`src/rtl/mem_bist_seq.sv`:
```
// BIST sequencer for the 32-bit data memory: fill a range with a pattern, read it back, report results.
// Optional MEMSEQ_ADDR_MIX_EN: XORs the address into each word so aliased address lines are caught.
module mem_bist_seq #(
  parameter int          ADDR_STEP = 4,
  parameter int          RD_LAT    = 1,
  parameter logic [31:0] PAT0      = 32'h11223344,
  parameter logic [31:0] PAT1      = 32'h44332211,
  parameter logic [31:0] PAT2      = 32'hFFFFFFFF,
  parameter logic [31:0] PAT3      = 32'h00000000
) (
  input  logic        clk,
  input  logic        rst,
  input  logic        start,
  input  logic [1:0]  pattern_sel,
  input  logic [7:0]  addr_lo,
  input  logic [7:0]  addr_hi,
  output logic        mem_write,
  output logic [7:0]  dm_addr,
  output logic [31:0] mw_data,
  input  logic [31:0] mem_rdata,
  output logic        busy,
  output logic        done,
  output logic        pass,
  output logic [7:0]  err_cnt,
  output logic [7:0]  fail_addr,
  output logic [31:0] disp_data
);

  typedef enum logic [2:0] {
    S_IDLE,
    S_WRITE,
    S_RD_ADDR,
    S_RD_WAIT,
    S_CMP,
    S_DONE
  } state_t;

  state_t      state, state_nx;
  logic        start_q;
  logic [7:0]  lo_r, hi_r, cur, cur_nx;
  logic [1:0]  sel_r;
  logic [7:0]  wcnt, wcnt_nx;
  logic        launch, empty_range, enter_done;
  logic [8:0]  step_sum;
  logic        last_word;
  logic [31:0] base_word, exp_word;
  logic        mismatch;
  logic [7:0]  err_nx, fail_nx;

  assign launch      = start & ~start_q;
  assign empty_range = addr_hi < addr_lo;
  // 9-bit sum so a step past 0xFF ends the range instead of wrapping to 0x00
  assign step_sum    = {1'b0, cur} + 9'(ADDR_STEP);
  assign last_word   = step_sum > {1'b0, hi_r};
  assign mismatch    = mem_rdata != exp_word;

  always_comb begin
    base_word = PAT0;
    case (sel_r)
      2'd0: base_word = PAT0;
      2'd1: base_word = PAT1;
      2'd2: base_word = PAT2;
      default: base_word = PAT3;
    endcase
`ifdef MEMSEQ_ADDR_MIX_EN
    exp_word = base_word ^ {4{cur}};
`else
    exp_word = base_word;
`endif
  end

  always_comb begin
    err_nx  = err_cnt;
    fail_nx = fail_addr;
    if (state == S_CMP && mismatch) begin
      if (err_cnt != 8'hFF) err_nx = err_cnt + 8'd1;
      if (err_cnt == 8'h00) fail_nx = cur;
    end
  end

  always_comb begin
    state_nx   = state;
    cur_nx     = cur;
    wcnt_nx    = wcnt;
    enter_done = 1'b0;
    mem_write  = 1'b0;
    dm_addr    = 8'h00;
    mw_data    = 32'h00000000;
    busy       = 1'b0;
    case (state)
      S_IDLE, S_DONE: begin
        if (launch) begin
          cur_nx = addr_lo;
          if (empty_range) begin
            state_nx   = S_DONE;
            enter_done = 1'b1;
          end else begin
            state_nx = S_WRITE;
          end
        end
      end
      S_WRITE: begin
        busy      = 1'b1;
        mem_write = 1'b1;
        dm_addr   = cur;
        mw_data   = exp_word;
        if (last_word) begin
          cur_nx   = lo_r;
          state_nx = S_RD_ADDR;
        end else begin
          cur_nx = step_sum[7:0];
        end
      end
      S_RD_ADDR: begin
        busy    = 1'b1;
        dm_addr = cur;
        wcnt_nx = 8'h00;
        // RD_LAT of 0 or 1 needs no extra wait cycles before the compare
        if (RD_LAT <= 1) state_nx = S_CMP;
        else             state_nx = S_RD_WAIT;
      end
      S_RD_WAIT: begin
        busy    = 1'b1;
        dm_addr = cur;
        if (wcnt == 8'(RD_LAT - 2)) state_nx = S_CMP;
        else                        wcnt_nx  = wcnt + 8'd1;
      end
      S_CMP: begin
        busy    = 1'b1;
        dm_addr = cur;
        if (last_word) begin
          state_nx   = S_DONE;
          enter_done = 1'b1;
        end else begin
          cur_nx   = step_sum[7:0];
          state_nx = S_RD_ADDR;
        end
      end
      default: state_nx = S_IDLE;
    endcase
  end

  always_ff @(posedge clk) begin
    if (!rst) begin
      state     <= S_IDLE;
      start_q   <= 1'b1;
      cur       <= 8'h00;
      lo_r      <= 8'h00;
      hi_r      <= 8'h00;
      sel_r     <= 2'd0;
      wcnt      <= 8'h00;
      done      <= 1'b0;
      pass      <= 1'b0;
      err_cnt   <= 8'h00;
      fail_addr <= 8'h00;
      disp_data <= 32'h00000000;
    end else begin
      state   <= state_nx;
      start_q <= start;
      cur     <= cur_nx;
      wcnt    <= wcnt_nx;
      done    <= enter_done;
      if ((state == S_IDLE || state == S_DONE) && launch) begin
        lo_r      <= addr_lo;
        hi_r      <= addr_hi;
        sel_r     <= pattern_sel;
        err_cnt   <= 8'h00;
        fail_addr <= 8'h00;
        pass      <= empty_range;
        if (empty_range) disp_data <= 32'hAA000000;
      end
      if (state == S_CMP) begin
        err_cnt   <= err_nx;
        fail_addr <= fail_nx;
        disp_data <= mem_rdata;
        if (last_word) begin
          pass      <= (err_nx == 8'h00);
          disp_data <= {(err_nx == 8'h00) ? 8'hAA : 8'hEE, fail_nx, 8'h00, err_nx};
        end
      end
    end
  end

endmodule

```
`config.mk`:
```
export PLATFORM = sky130hd
export DESIGN_NAME = mem_bist_seq
export DESIGN_NICKNAME = d
export VERILOG_FILES = /design/src/rtl/mem_bist_seq.sv
export SDC_FILE = /design/constraint.sdc
export NUM_CORES = 1
export LEC_CHECK = 0
export ABC_AREA = 1
export CAP_MARGIN = 20
export CORE_UTILIZATION = 40
export CTS_CLUSTER_DIAMETER = 60
export DETAILED_ROUTE_END_ITERATION = 16
export HOLD_SLACK_MARGIN = 0.08
export PLACE_DENSITY = 0.71
export SLEW_MARGIN = 20
export SYNTH_ARGS = -nofsm -noshare
export SYNTH_HDL_FRONTEND = slang
export SYNTH_SLANG_ARGS = --single-unit
```
`constraint.sdc`:
```
create_clock -name clk -period 2.61 [get_ports clk]
set_clock_uncertainty 0.05 [all_clocks]
set_input_delay 0.522 -clock clk [delete_from_list [all_inputs] [get_ports clk]]
set_output_delay 0.522 -clock clk [all_outputs]
set_load 0.005 [all_outputs]
```
# Word level (Yosys, flattened, before mapping)
# Cells that the tools add are included.
# Widths: inputs -> output; s select.
dict set report classes {
  n_reduce_logical 17
  eq_ne 15
  bitwise 2
  addsub 3
  magnitude_cmp 2
  mux 36
}
# operator count
set ops {}
lappend ops {{$mux 32} 5}
lappend ops {{$mux 8} 12}
lappend ops {{$pmux 32 s3} 1}
lappend ops {{$ne 32x32->1} 1}
lappend ops {{$pmux 8 s3} 1}
lappend ops {{$add 8x1->8 const B} 2}
lappend ops {{$logic_not 8->1} 2}
lappend ops {{$pmux 8 s2} 1}
lappend ops {{$mux 3} 5}
lappend ops {{$pmux 3 s5} 1}
lappend ops {{$ne 2x2->1 const B} 5}
lappend ops {{$add 8x3->9 const B} 1}
lappend ops {{$gt 9x8->1} 1}
lappend ops {{$eq 8x8->1 const B} 1}
lappend ops {{$lt 8x8->1} 1}
lappend ops {{$mux 1} 8}
lappend ops {{$ne 8x8->1 const B} 1}
lappend ops {{$mux 7} 1}
lappend ops {{$eq 3x2->1 const B} 2}
lappend ops {{$eq 3x3->1 const B} 2}
lappend ops {{$reduce_and 3->1} 2}
lappend ops {{$reduce_bool 2->1} 3}
lappend ops {{$reduce_and 2->1} 2}
lappend ops {{$reduce_or 4->1} 1}
lappend ops {{12 further kinds} 13}
dict set report totals {
  register_bits 88
  out_inout_bits 92
  in_bits 53
  elab_cells 87
}

# Longest topological paths before layout
dict set report logic_depth {
  word_depth 9
  mapped_depth 20
}

# Least setup slack after synthesis
# No wires, ideal clock.
dict set report synth_path {
  kind {register -> register}
  from {register cur[2]}
  to {register cur[3]}
  period_less_slack_ps 2548
  path_buffers 0
  path_slack_ps 62
  path_stages_with_launch 20
  required_time_ps 2443
  t_arrival_ps 2381
  setup_time_ps 117
  cell_sequence {dfxtp_1 ha_1 nand3_2 nor2_2 inv_1 nand2_1 inv_1 ha_1 nand2_1 nand3b_2 nor2_1 nor2_4 nand2_4 nand2_8 nor2_8 inv_6 nand2_4 inv_2 o21ai_0 nor2_1}
}
dict set report synth_between {
  elab_chain_cells 4
  word_cells_on_any_way 7
  classes_between {add/sub: 1; order compare: 1; eq/ne: 1; mux: 3; reduce/logical: 1}
}
# item line
set synth_lines {}
lappend synth_lines {{from (decl)} 40} ;# logic [7:0] lo_r, hi_r, cur, cur_nx;
lappend synth_lines {{from (signal assigned)} 160} ;# cur <= cur_nx;
lappend synth_lines {{$add 8x3->9 (*)} 53} ;# assign step_sum = {1'b0, cur} + 9'(ADDR_STEP);
lappend synth_lines {{$gt 9x8->1} 54} ;# assign last_word = step_sum > {1'b0, hi_r};
lappend synth_lines {{$mux 8 or $ne 2x2->1 (tied branches)} --}
lappend synth_lines {{$pmux 8 s3 or $reduce_and 3->1 (tied branches)} --}
# Mark *: on every way between the ends. The rest lies on a longest branch, timed or not. The select of a mux whose other input is x is not followed.
# A chain may end at the register's enable or synchronous reset.

# Worst setup path after layout
dict set report layout_path {
  from {register cur[3]}
  to {register disp_data[23]}
}
dict set report layout_between {
  elab_chain_cells 4
}
# item line
set layout_lines {}
lappend layout_lines {{$add 8x3->9} 53}
lappend layout_lines {{$gt 9x8->1} 54}
lappend layout_lines {{$mux 32} 176} ;# if (last_word) begin
lappend layout_lines {{$mux 32} 172} ;# if (state == S_CMP) begin
lappend layout_lines {{to (signal assigned)} 175} ;# disp_data <= mem_rdata;
lappend layout_lines {{to (signal assigned)} 178} ;# disp_data <= {(err_nx == 8'h00) ? 8'hAA : 8'hEE, fail_nx, 8'h00, err_nx};
lappend layout_lines {{to (decl)} 26} ;# output logic [31:0] disp_data
# Every way passes these cells.

==> results.py <==
metrics = {
    "outcome": {
        "status": "complete, but fails checks",
        "violations": "negative setup slack",
    },
    "sta": {
        "worst_slew_pin_slew_ns": 0.7141,
        "setup_ws_ns": -0.005426,
        "clock.fmax_ghz": 0.3823,
        "period_minus_slack_ns": 2.615,
        "timing.hold.ws_ns": 0.4001,
        "rsz0062_at_grt": "yes",
        "hold_violations": 0,
        "slew_headroom": 0.5234,
        "fin_crit_sh": 1.002,
        "drv_slew": 0,
        "setup_viol": 5,
    },
    "power_and_ir_drop": {
        "switchingPower_w": 0.003010,
        "p_leak_nw": 3.722,
        "p_seq_frac": 0.237,
        "irDropWorstVdd_v": 0.0005217,
        "pwr-share-comb": 0.567,
        "pwr-share-clk": 0.196,
        "internal_power_w": 0.004463,
        "power_density_nw_per_um2": 920.5,
        "switching_share": 0.4028,
    },
    "route": {
        "wire_per_inst_um": 13.86,
        "first_iter_violations": 312,
        "via_per_inst": 4.921,
        "drc": 0,
        "first_pass_iters": 5,
        "wirelength_mm": 16.18,
        "drtAntennaViolNets": 0,
        "vias": 5743,
    },
    "grt": {
        "grt_pass1_wl_mm": 25.61,
        "antenna_found_initial": 0,
        "grt_util_all_layers": 0.2286,
        "grt_max_degree": 29,
        "grt_overflow_total": 0,
        "grt_pass1_vias": 5324,
    },
    "layout": {
        "nNetsFinal": 1061,
        "area_delta_synth_final_pct": 48.74,
        "stdcell_area_um2": 8118,
        "post-route-util": 0.6106,
        "drive_above_1_share": 0.1968,
        "diodes": 0,
    },
    "clock_tree": {
        "numClockSinks": 88,
        "cts.clk_slew.worst_paths_ns": 0.06,
        "htree_levels": 3,
        "cts.root.buffer_cell": "clkbuf_16",
        "ctsHoldBuffers": 0,
        "cts-buffers-inserted": 9,
        "clock_latency_ns": 0.35,
        "clock_path_buffers": 2,
        "cts_tree": "built",
    },
    "setup_path": {
        "rr_worst_depth": 17,
        "critical_path_arrival_ns": 2.86,
        "crit_type": "flip-flop to flip-flop",
        "rr_endpoint": "disp_data[23]$_SDFFE_PN0P_",
        "endpoint_kind": "flip-flop",
        "rrSetupSlack_ns": -0.005,
        "r2r-start": "cur[3]$_SDFFE_PN0P_",
        "startpoint": "cur[3]$_SDFFE_PN0P_",
        "worstPathMaxFanout": 8,
        "startpoint_type": "flip-flop",
        "crit_required_ns": 2.85,
        "cp-endpoint": "disp_data[23]$_SDFFE_PN0P_",
    },
    "logic_synthesis": {
        "synth_area_um2": 5458,
        "synth-seq-area-share": 0.3228,
        "netlist-cell-type-count": 45,
        "syn_area_per_cell_um2": 6.900,
        "synth.net_count": 866,
        "synth_warnings": 0,
        "ys_seq_elements": 88,
        "synthCells": 791,
    },
    "floorplanning": {
        "initial_utilization": 0.4105,
        "coreArea_um2": 13300,
        "fp.dieW_um": 118.8,
        "core.rowCount": 42,
        "die_h_um": 118.8,
        "die_area_um2": 14120,
        "io_pins": 145,
    },
    "placement": {
        "port_buffers": 144,
        "dpl-instance-area_um2": 7370,
        "hpwl_mm": 11.60,
        "place_congestion": 0.8795,
    },
    "flow_run": {
        "cap_violations": 0,
    },
    "hold_path": {
        "hold_depth": 2,
        "min_path_type": "flip-flop to flip-flop",
    },
}
-- state kept, by name, indices dropped and copies added (netlist names) --
signal     cells
cur            8
err_cnt        8
hi_r           8
sel_r          2
done           1
wcnt           8
pass           1
state          3
fail_addr      8
lo_r           8
disp_data     32
start_q        1
-- what timing repair did --
item | CTS | global route
pin swaps | 11 | 19
cloned | 0 | 3
buffers inserted | 5 | 7
gates resized for setup | 33 | 51
setup endpoints to repair | 65 | 83
-- cells in the mapped netlist, drive strengths merged --
master | instances | area, um^2
a211oi | 1 | 7.510
a21oi | 68 | 344.1
a22oi | 2 | 15.01
a31oi | 1 | 21.27
and3 | 1 | 6.260
buf | 43 | 321.5
clkbuf | 9 | 33.78
dfxtp | 88 | 1762
ha | 22 | 275.3
inv | 118 | 452.9
nand2 | 213 | 885.8
nand3 | 37 | 190.2
nand3b | 6 | 52.55
nand4 | 6 | 37.54
nor2 | 76 | 369.1
nor3 | 7 | 51.30
nor3b | 1 | 7.510
nor4 | 1 | 6.260
o211ai | 26 | 230.2
o21a | 2 | 15.01
o21ai | 44 | 227.7
o221ai | 4 | 35.03
o22ai | 5 | 31.28
o31ai | 1 | 7.510
or2 | 3 | 18.77
xor2 | 6 | 52.55
-- per-stage QoR --
step	instances	setup TNS (ns)	total power [W]	setup slack, ns
CTS	1158	0	0.007111	0.002648
finish	1167	-0.01566	0.007473	-0.005426
global route	1167	-5.979	0.007946	-0.2034
detailed placement	1138	-3.375	0.005373	-0.1798
global placement	1138	-1.659	0.005339	-0.1076
floorplan	791	0	0.003925	0.06244
-- cell families after synthesis --
family | synth area share
buffers and inverters | 0.1481
AO/OA/AOI/OAI | 0.1713
XOR/XNOR | 0.009629
flip-flops | 0.3228
adder cells (fa/ha/maj) | 0.05043
AND/OR/NAND/NOR | 0.2978
-- critical path: stages (launching register included) --
cell and delay (ns):
dfxtp_4 0.38, buf_6 0.10, nand4_1 0.10, nor2_1 0.15
xor2_1 0.23, inv_1 0.13, ha_4 0.31, nand2_2 0.07
nor2_4 0.11, nand3b_4 0.09, nand2_4 0.09, nand2_8 0.08
nor2_8 0.21, buf_4 0.16, o211ai_2 0.09, o211ai_1 0.11
nand2_1 0.07, inv_1 0.05
-- worst min path at each step --
stage / from / end / slack (ns)
6_report: lo_r[0]$_SDFFE_PN0P_ / lo_r[0]$_SDFFE_PN0P_ / 0.40
5_1_grt: lo_r[0]$_SDFFE_PN0P_ / lo_r[0]$_SDFFE_PN0P_ / 0.42
4_1_cts: lo_r[0]$_SDFFE_PN0P_ / lo_r[0]$_SDFFE_PN0P_ / 0.40
3_3_place_gp: lo_r[0]$_SDFFE_PN0P_ / lo_r[0]$_SDFFE_PN0P_ / 0.39
3_5_place_dp: lo_r[0]$_SDFFE_PN0P_ / lo_r[0]$_SDFFE_PN0P_ / 0.40
2_1_floorplan: lo_r[7]$_SDFFE_PN0P_ / lo_r[7]$_SDFFE_PN0P_ / 0.38
-- cell usage in the layout (no fill, tap or decap), types with 6 or more instances in the layout --
cell,synthesis,routed
nand2_1,201,197
clkdlybuf4s50_1,0,134
inv_1,105,101
dfxtp_1,88,84
buf_4,28,79
a21oi_1,67,63
nor2_1,65,59
nand3_1,36,35
o21ai_0,32,29
o211ai_1,19,19
ha_1,22,18
inv_2,11,12
o21ai_1,10,9
clkbuf_16,0,9
nand2_2,6,8
nor2_4,3,8
dlymetal6s2s_1,0,8
nor2_2,5,7
buf_6,6,7
nand4_1,6,6
o211ai_2,7,6
o21ai_2,2,6
-- final cells by class --
| class | instances | area [um^2] |
|---|---|---|
| clock buffers | 14 | 274.0 |
| clock inverters | 2 | 60.06 |
| fillers | 1205 | 5177 |
| inverters | 118 | 475.5 |
| multi-input cells | 535 | 3108 |
| flip-flops and latches | 88 | 1774 |
| well taps | 176 | 220.2 |
| repair buffers | 234 | 2206 |
-- power by group through the flow --
stage               Combinational [W]  Sequential (W)  Clock, W
global route                  0.00460         0.00180   0.00155
detailed placement            0.00359         0.00178         0
floorplan                     0.00217         0.00175         0
finish                        0.00424         0.00177   0.00147
CTS                           0.00387         0.00176   0.00148
global placement              0.00356         0.00178         0
-- routing by layer --
layer,share of wire,vias up,track usage
met5,0,-,0
met4,0.015,0,0.08544
met3,0.055,16,0.02921
met2,0.47,201,0.3787
met1,0.46,2612,0.3030
li1,-,2914,-
Note: power is estimated with default switching activity, not from simulation.
